[src/rtl/vrp_disp_rr.sv]
// Round-robin dispatcher: one valid/ready stream fanned out to OH_WIDTH credited consumers.
// Define VRP_DISP_RR_ERR_EN to add the sticky err_credit_ovf flag for saturating credit returns.
module vrp_disp_rr #(
    parameter int  BIN_WIDTH  = 2,
    parameter int  DATA_WIDTH = 32,
    parameter int  CREDIT_MAX = 4,
    localparam int OH_WIDTH   = 1 << BIN_WIDTH
) (
    input  logic                  clk,
    input  logic                  rst_n,
    input  logic                  in_vld,
    output logic                  in_rdy,
    input  logic [DATA_WIDTH-1:0] in_data,
    output logic [OH_WIDTH-1:0]   v_out_vld,
    input  logic [OH_WIDTH-1:0]   v_out_rdy,
    output logic [DATA_WIDTH-1:0] out_data,
    output logic [BIN_WIDTH-1:0]  out_idx,
    input  logic [OH_WIDTH-1:0]   v_credit_ret
`ifdef VRP_DISP_RR_ERR_EN
    ,
    output logic                  err_credit_ovf
`endif
);
    localparam int                CW        = $clog2(CREDIT_MAX + 1);
    localparam logic [CW-1:0]     CRED_FULL = CW'(CREDIT_MAX);
    localparam logic [OH_WIDTH-1:0] PTR_RST = OH_WIDTH'(1) << (OH_WIDTH - 1);

    logic [CW-1:0]         credit_q [OH_WIDTH];
    logic [CW-1:0]         credit_d [OH_WIDTH];
    logic [OH_WIDTH-1:0]   pre_sel_oh_q, pre_sel_oh_d;
    logic [OH_WIDTH-1:0]   vld_oh_q, vld_oh_d;
    logic [DATA_WIDTH-1:0] data_q, data_d;
    logic [BIN_WIDTH-1:0]  idx_q, idx_d;

    logic [OH_WIDTH-1:0]   cred_ok_s, hi_mask_s, cand_s, sel_oh_s;
    logic [BIN_WIDTH-1:0]  sel_idx_s;
    logic                  any_cred_s, hold_s, drain_s, slot_free_s, accept_s;

    // Candidates strictly above the last grant win; otherwise wrap to the lowest credited index.
    always_comb begin
        logic seen_v;
        seen_v    = 1'b0;
        cred_ok_s = '0;
        hi_mask_s = '0;
        sel_idx_s = '0;
        for (int k = 0; k < OH_WIDTH; k++) begin
            cred_ok_s[k] = (credit_q[k] != '0);
            hi_mask_s[k] = seen_v;
            seen_v       = seen_v | pre_sel_oh_q[k];
        end
        cand_s   = ((cred_ok_s & hi_mask_s) != '0) ? (cred_ok_s & hi_mask_s)
                                                   : (cred_ok_s & ~hi_mask_s);
        sel_oh_s = cand_s & (~cand_s + OH_WIDTH'(1));
        for (int k = 0; k < OH_WIDTH; k++) begin
            sel_idx_s = sel_idx_s | (sel_oh_s[k] ? BIN_WIDTH'(k) : '0);
        end
        any_cred_s = |cred_ok_s;
    end

    assign hold_s      = |vld_oh_q;
    assign drain_s     = hold_s && v_out_rdy[idx_q];
    assign slot_free_s = !hold_s || drain_s;
    assign in_rdy      = any_cred_s && slot_free_s;
    assign accept_s    = in_vld && in_rdy;

    // Output stage and pointer next state; a drain and an accept in one cycle reload with no bubble.
    always_comb begin
        vld_oh_d     = vld_oh_q;
        data_d       = data_q;
        idx_d        = idx_q;
        pre_sel_oh_d = pre_sel_oh_q;
        if (accept_s) begin
            vld_oh_d     = sel_oh_s;
            data_d       = in_data;
            idx_d        = sel_idx_s;
            pre_sel_oh_d = sel_oh_s;
        end else if (drain_s) begin
            vld_oh_d = '0;
        end else begin
            vld_oh_d = vld_oh_q;
        end
    end

    // Credit counters: return adds, consume subtracts, both cancel; a return at full is dropped.
    always_comb begin
        for (int k = 0; k < OH_WIDTH; k++) begin
            credit_d[k] = credit_q[k];
            case ({v_credit_ret[k], accept_s & sel_oh_s[k]})
                2'b10: begin
                    if (credit_q[k] == CRED_FULL) begin
                        credit_d[k] = credit_q[k];
                    end else begin
                        credit_d[k] = credit_q[k] + CW'(1);
                    end
                end
                2'b01:   credit_d[k] = credit_q[k] - CW'(1);
                default: credit_d[k] = credit_q[k];
            endcase
        end
    end

    // State registers.
    always_ff @(posedge clk or negedge rst_n) begin
        if (!rst_n) begin
            vld_oh_q     <= '0;
            data_q       <= '0;
            idx_q        <= '0;
            pre_sel_oh_q <= PTR_RST;
            for (int k = 0; k < OH_WIDTH; k++) begin
                credit_q[k] <= CRED_FULL;
            end
        end else begin
            vld_oh_q     <= vld_oh_d;
            data_q       <= data_d;
            idx_q        <= idx_d;
            pre_sel_oh_q <= pre_sel_oh_d;
            for (int k = 0; k < OH_WIDTH; k++) begin
                credit_q[k] <= credit_d[k];
            end
        end
    end

    assign v_out_vld = vld_oh_q;
    assign out_data  = data_q;
    assign out_idx   = idx_q;

`ifdef VRP_DISP_RR_ERR_EN
    logic err_q, err_d, ovf_s;

    // Overflow: a return landing on a full counter that is not being consumed this cycle.
    always_comb begin
        ovf_s = 1'b0;
        for (int k = 0; k < OH_WIDTH; k++) begin
            ovf_s = ovf_s | (v_credit_ret[k] & ~(accept_s & sel_oh_s[k])
                             & (credit_q[k] == CRED_FULL));
        end
        err_d = err_q | ovf_s;
    end

    // Sticky error register, cleared only by reset.
    always_ff @(posedge clk or negedge rst_n) begin
        if (!rst_n) begin
            err_q <= 1'b0;
        end else begin
            err_q <= err_d;
        end
    end

    assign err_credit_ovf = err_q;
`endif
endmodule

[config.mk]
export PLATFORM = sky130hd
export DESIGN_NAME = vrp_disp_rr
export DESIGN_NICKNAME = d
export VERILOG_FILES = /design/src/rtl/vrp_disp_rr.sv
export SDC_FILE = /design/constraint.sdc
export NUM_CORES = 1
export LEC_CHECK = 0
export ABC_AREA = 1
export ABC_CLOCK_PERIOD_IN_PS = 2250
export CAP_MARGIN = 10
export CORE_MARGIN = 5
export CORE_UTILIZATION = 39
export CTS_BUF_LIST = sky130_fd_sc_hd__clkbuf_8
export DETAILED_ROUTE_END_ITERATION = 10
export PLACE_DENSITY = 0.69
export SYNTH_ARGS = -nofsm -noshare
export SYNTH_HDL_FRONTEND = slang
export SYNTH_SLANG_ARGS = --single-unit
export TNS_END_PERCENT = 30
[constraint.sdc]
create_clock -name clk -period 2.25 [get_ports clk]
set_input_delay 0.3375 -clock clk [delete_from_list [all_inputs] [get_ports clk]]
set_output_delay 0.3375 -clock clk [all_outputs]
set_load 0.005 [all_outputs]
## Word-level counts from Yosys, hierarchy flattened

Cells that the tools add are included.

| word-level totals | value |
|---|---|
| flip-flop bits (word level) | 53 |
| input port bits | 43 |
| output and inout bits | 39 |
| word-level logic and storage cells | 84 |

| cells by class | value |
|---|---|
| $add $sub $neg | 9 |
| magnitude comparators | 1 |
| eq/ne operators | 16 |
| multiplexer cells | 16 |
| bitwise gates (word level) | 13 |
| reductions and logical operators | 21 |

Operators by type and width:

| kind | count |
|---|---|
| $pmux W3 S2 | 4 |
| $add A3 B1 Y3 const B | 4 |
| $and A4 B4 Y4 | 3 |
| $eq A3 B3 Y1 const B | 4 |
| $mux W3 | 4 |
| $mux W4 | 3 |
| $reduce_bool A3 Y1 | 4 |
| $sub A3 B1 Y3 const B | 4 |
| $reduce_bool A2 Y1 | 5 |
| $eq A2 B1 Y1 const B | 4 |
| $eq A2 B2 Y1 const B | 4 |
| $ne A2 B2 Y1 const B | 4 |
| $not A4 Y4 | 2 |
| $reduce_and A2 Y1 | 4 |
| $reduce_or A4 Y1 | 2 |
| $add A4 B1 Y4 const B | 1 |
| $and A1 B1 Y1 | 4 |
| $mux W2 | 2 |
| $reduce_bool A4 Y1 | 1 |
| $logic_and A1 B1 Y1 | 3 |
| $lt A2 B3 Y1 const B | 1 |
| $bmux W1 S2 | 1 |
| $mux W1 | 2 |
| $or A1 B1 Y1 | 2 |
| other kinds (4) | 4 |

## Logic depth before layout (Yosys ltp)

| logic depth | value |
|---|---|
| word-level depth | 12 |
| gate-level depth with buffers | 14 |

## Worst setup path before layout

OpenSTA, ideal clock, no wires.

| timing path | value |
|---|---|
| kind | reg-to-reg |
| start | register credit_q[8] in the netlist's numbering |
| end | register credit_q[8] in the netlist's numbering |
| setup time | 60 ps |
| arrival | 1958 ps |
| data required time | 2190 ps |
| slack | 232 ps |
| stages on the path, launching flop included | 14 |
| path through | dfstp_2 > inv_2 > nand3_2 > nor2_1 > nand2_2 > nand3_4 > nor2_8 > nand3b_1 > fa_1 > inv_1 > nand4_1 > nand2_1 > nand2_1 > nand2_1 |

| between the ends | value |
|---|---|
| word-level cells in the longest chain between the ends | 11 |
| elaborated cells between the ends (all ways) | 22 |
| those cells by class | 3 x add/sub; 4 x eq/ne; 3 x mux; 5 x bitwise; 7 x reduce/logical |

RTL lines:

| element | RTL line | text |
|---|---|---|
| from (decl) | 28 | `logic [CW-1:0] credit_q [OH_WIDTH];` |
| from (signal, indexed assignment) | 118 | `credit_q[k] <= credit_d[k];` |
| $reduce_bool A3 Y1 | 47 | `cred_ok_s[k] = (credit_q[k] != '0);` |
| $and A4 B4 Y4 | 51 | `cand_s = ((cred_ok_s & hi_mask_s) != '0) ? (cred_ok_s & hi_mask_s)` |
| $reduce_bool A4 Y1 | 51 |  |
| $mux W4 | 51 |  |
| $not A4 Y4 | 53 | `sel_oh_s = cand_s & (~cand_s + OH_WIDTH'(1));` |
| $add A4 B1 Y4 | 53 |  |
| $and A4 B4 Y4 | 53 |  |
| $and A1 B1 Y1 | 88 | `case ({v_credit_ret[k], accept_s & sel_oh_s[k]})` |
| $eq A2 B2 Y1 or $eq A2 B1 Y1 (tied branches) | 88 |  |
| $ne A2 B2 Y1 (no line) or $reduce_bool A2 Y1 (tied branches) | n/a |  |
| $reduce_and A2 Y1 (no line) | n/a |  |

Several ways; a longest one is shown, not always the timed one. The select of a mux whose other input is x is not followed.
A chain may end at the register's enable or synchronous reset.

## Worst setup path after layout

| timing path | value |
|---|---|
| start | register credit_q[2] in the netlist's numbering |
| end | output port in_rdy |

| between the ends | value |
|---|---|
| word-level cells in the longest chain between the ends | 3 |

RTL lines:

| element | RTL line | text |
|---|---|---|
| $reduce_bool A3 Y1 | 47 |  |
| $reduce_or A4 Y1 | 57 | `any_cred_s = \|cred_ok_s;` |
| $logic_and A1 B1 Y1 | 63 | `assign in_rdy = any_cred_s && slot_free_s;` |
| to (decl) | 12 | `output logic in_rdy,` |

No other way between the ends.

==> flow_summary_export.csv <==
group,metric,value,unit
clock_tree,cts_buffers,5,
synth,netlist_area,2570,µm²
clock_tree,cts_setup_buffers,0,
placement,place_ws,-74.9,ps
synth,synth-seq-area-share,0.517,
grt,grt_start_max_net_pins,54,
outcome,status,"complete, no violations",
critical_path,start_kind,"flip-flop",
critical_path,cp_common_cell,"nand2_2",
routing,postRouteAntennaNets,0,
layout,nets,446,
timing,rsz0062_at_grt,"no",
synth,synth_cell_types,28,
critical_path,reg2regPathDepth,11,
layout,fill_cells,581,
placement,place_area,3530,µm²
synth,synth.avg_cell_area,8.41,µm²
timing,tns,0,ps
layout,area_growth,43.1,%
critical_path,startpoint,"credit_q[2]",
synth,syn_nets,353,
clock_tree,cts_hold_buf,0,
power,power.density_cell_area,1430,nW/µm²
die,core,6390,µm²
layout,final_area,3680,µm²
clock_tree,htree_num_levels,2,
grt,grt_first_pass_wirelength,10.7,mm
power,peakVddDrop,0.673,mV
critical_path,regToRegSetupSlack,200,ps
routing,dr_wl_met2,2.88,mm
layout,most-common-layout-cells,"136 x nand2_1, 80 x clkdlybuf4s50_1, 49 x dfrtp_1",
critical_path,endpoint_kind,"primary output",
timing,finalSetupViolations,0,
routing,drt_iter0_drc,61,
worst_hold_path,min_path_type,"in -> async",
critical_path,critPathSlowestCell,"dfstp_2",
critical_path,crit_path_max_fanout,4,
timing,final-hold-violation-count,0,
timing,final_max_slew_viol_count,0,
layout,antenna_cells,0,
routing,via_count,2211,
routing,wl_met1,2.69,mm
grt,grt_usage,0.157,
timing,max_slew_margin,0.549,
placement,port_buffers,81,
critical_path,cp_data_arrival_time,1800,ps
clock_tree,cts-resized-gates,0,
placement,gp_congestion,0.825,
routing,avgRoutedWirePerCell,12.9,µm
synth,yosys_warnings,0,
die,ioPinCount,82,
die,dieArea,8320,µm²
synth,ys_ff_latch,53,
routing,met3_length,507,µm
routing,viasPerCell,4.64,
clock_tree,clk_path_buf_depth,2,
timing,period_share,0.948,
routing,drcViolationCount,0,
layout,drive_gt1_frac,0.170,
routing,wl,6.16,mm
timing,max_freq,469,MHz
critical_path,crit_required,1910,ps
die,die_y,91.2,µm
layout,fin_util,0.577,
grt,antenna_found_initial,0,
timing,worst_slack,117,ps
timing,min_period,2130,ps
clock_tree,cts_sinks,53,
clock_tree,clock_latency,310,ps
critical_path,rr_endpoint,"credit_q[4]",
die,core.rowCount,29,
grt,grt_pass1_vias,2302,
power,p_leak,1.86,nW
routing,top_layer,"met4",
critical_path,max_stage_delay,560,ps
critical_path,crit_chain,"inv_2 -> nand2_2 -> nor2_1 -> nand2_2 -> nand2_1 -> inv_1 -> clkdlybuf4s50_1",
timing,skew,7.63,ps
clock_tree,cts-root-buf,"clkbuf_8",
die,start_util,0.403,
layout,layout_commonest_cell,"nand2_1",
critical_path,reg2reg_from,"credit_q[2]",
clock_tree,cts_tree,"built",
placement,place_hpwl,4.54,mm
job,maxCapViolCount,0,
die,die_w,91.2,µm
critical_path,crit_type,"reg -> out",
clock_tree,path_clk_slew,100,ps
grt,gr-total-overflow,0,
synth,synthesis.instances,306,
routing,firstDrtPassIters,4,
power,finalPower,5.26,mW
timing,worst_pin_slew,677,ps
worst max-delay path by stage:
stage | endpoint | slack (ps)
after global placement | credit_q[5] | -20
final | in_rdy | 120
after detailed placement | credit_q[5] | -70
after global routing | in_rdy | 20
after CTS | credit_q[5] | 70
after floorplan | credit_q[8] | 230
kinds of logic (layout without fill, tap and decap cells):
kind of cell	count (synthesis)	in the layout	synth area share
flip-flops	53	53	0.517
AO/OA/AOI/OAI	14	14	0.0389
AND/OR/NAND/NOR	192	192	0.344
adder cells (fa/ha/maj)	4	4	0.0311
buffers and inverters	42	136	0.0651
XOR/XNOR	1	1	0.00340
layer usage:
layer,GRT usage,up-vias
li1,-,1125
met1,0.192,1024
met2,0.257,55
met3,0.0636,7
met4,0.0465,0
met5,0,-
stage by stage:
stage | hold slack [ps] | instances
after floorplan | 41.9 | 306
final | 131 | 477
after CTS | 172 | 477
after detailed placement | 465 | 469
after global placement | 459 | 469
after global routing | 211 | 477
cell usage after synthesis (all sizes together):
master | number | area [µm²]
nand4 | 4 | 37.5
a21oi | 2 | 10.0
nand2 | 149 | 589
a31oi | 2 | 27.5
o21ai | 8 | 47.5
o211ai | 2 | 15.0
dfstp | 4 | 105
xor2 | 1 | 8.76
nand3b | 2 | 18.8
buf | 6 | 30.0
nor2 | 11 | 67.6
fa | 4 | 80.1
inv | 36 | 138
dfrtp | 49 | 1230
nand3 | 26 | 173
worst max-delay path: cells and delay by family (launching register included):
kind,cells,cell delay (ps)
buffers and inverters,3,590
DFF,1,560
and+or+nand+nor,4,340
flip-flops by register name (all words and copies together), names as in the netlist:
register      count
v_out_vld         4
out_data         32
out_idx           2
pre_sel_oh_q      3
credit_q         12
cell type report:
class | instances | area [µm²] | share of cell area
clock buffers | 5 | 68.8 | 0.0187
clock inverters | 3 | 65.1 | 0.0177
inverters | 36 | 138 | 0.0374
multi-input cells | 211 | 1090 | 0.297
flip-flops and latches | 53 | 1330 | 0.362
well taps | 77 | 96.3 | 0.0262
repair buffers | 92 | 888 | 0.241
power by group:
part           internal [mW]  leakage [nW]  total, mW  switching, mW
logic                   1.31          1.15       2.77           1.46
registers               1.45         0.647       1.72          0.277
clock network          0.442        0.0681      0.769          0.327
total                   3.20          1.86       5.26           2.06
Note: power is estimated with default switching activity, not from simulation.
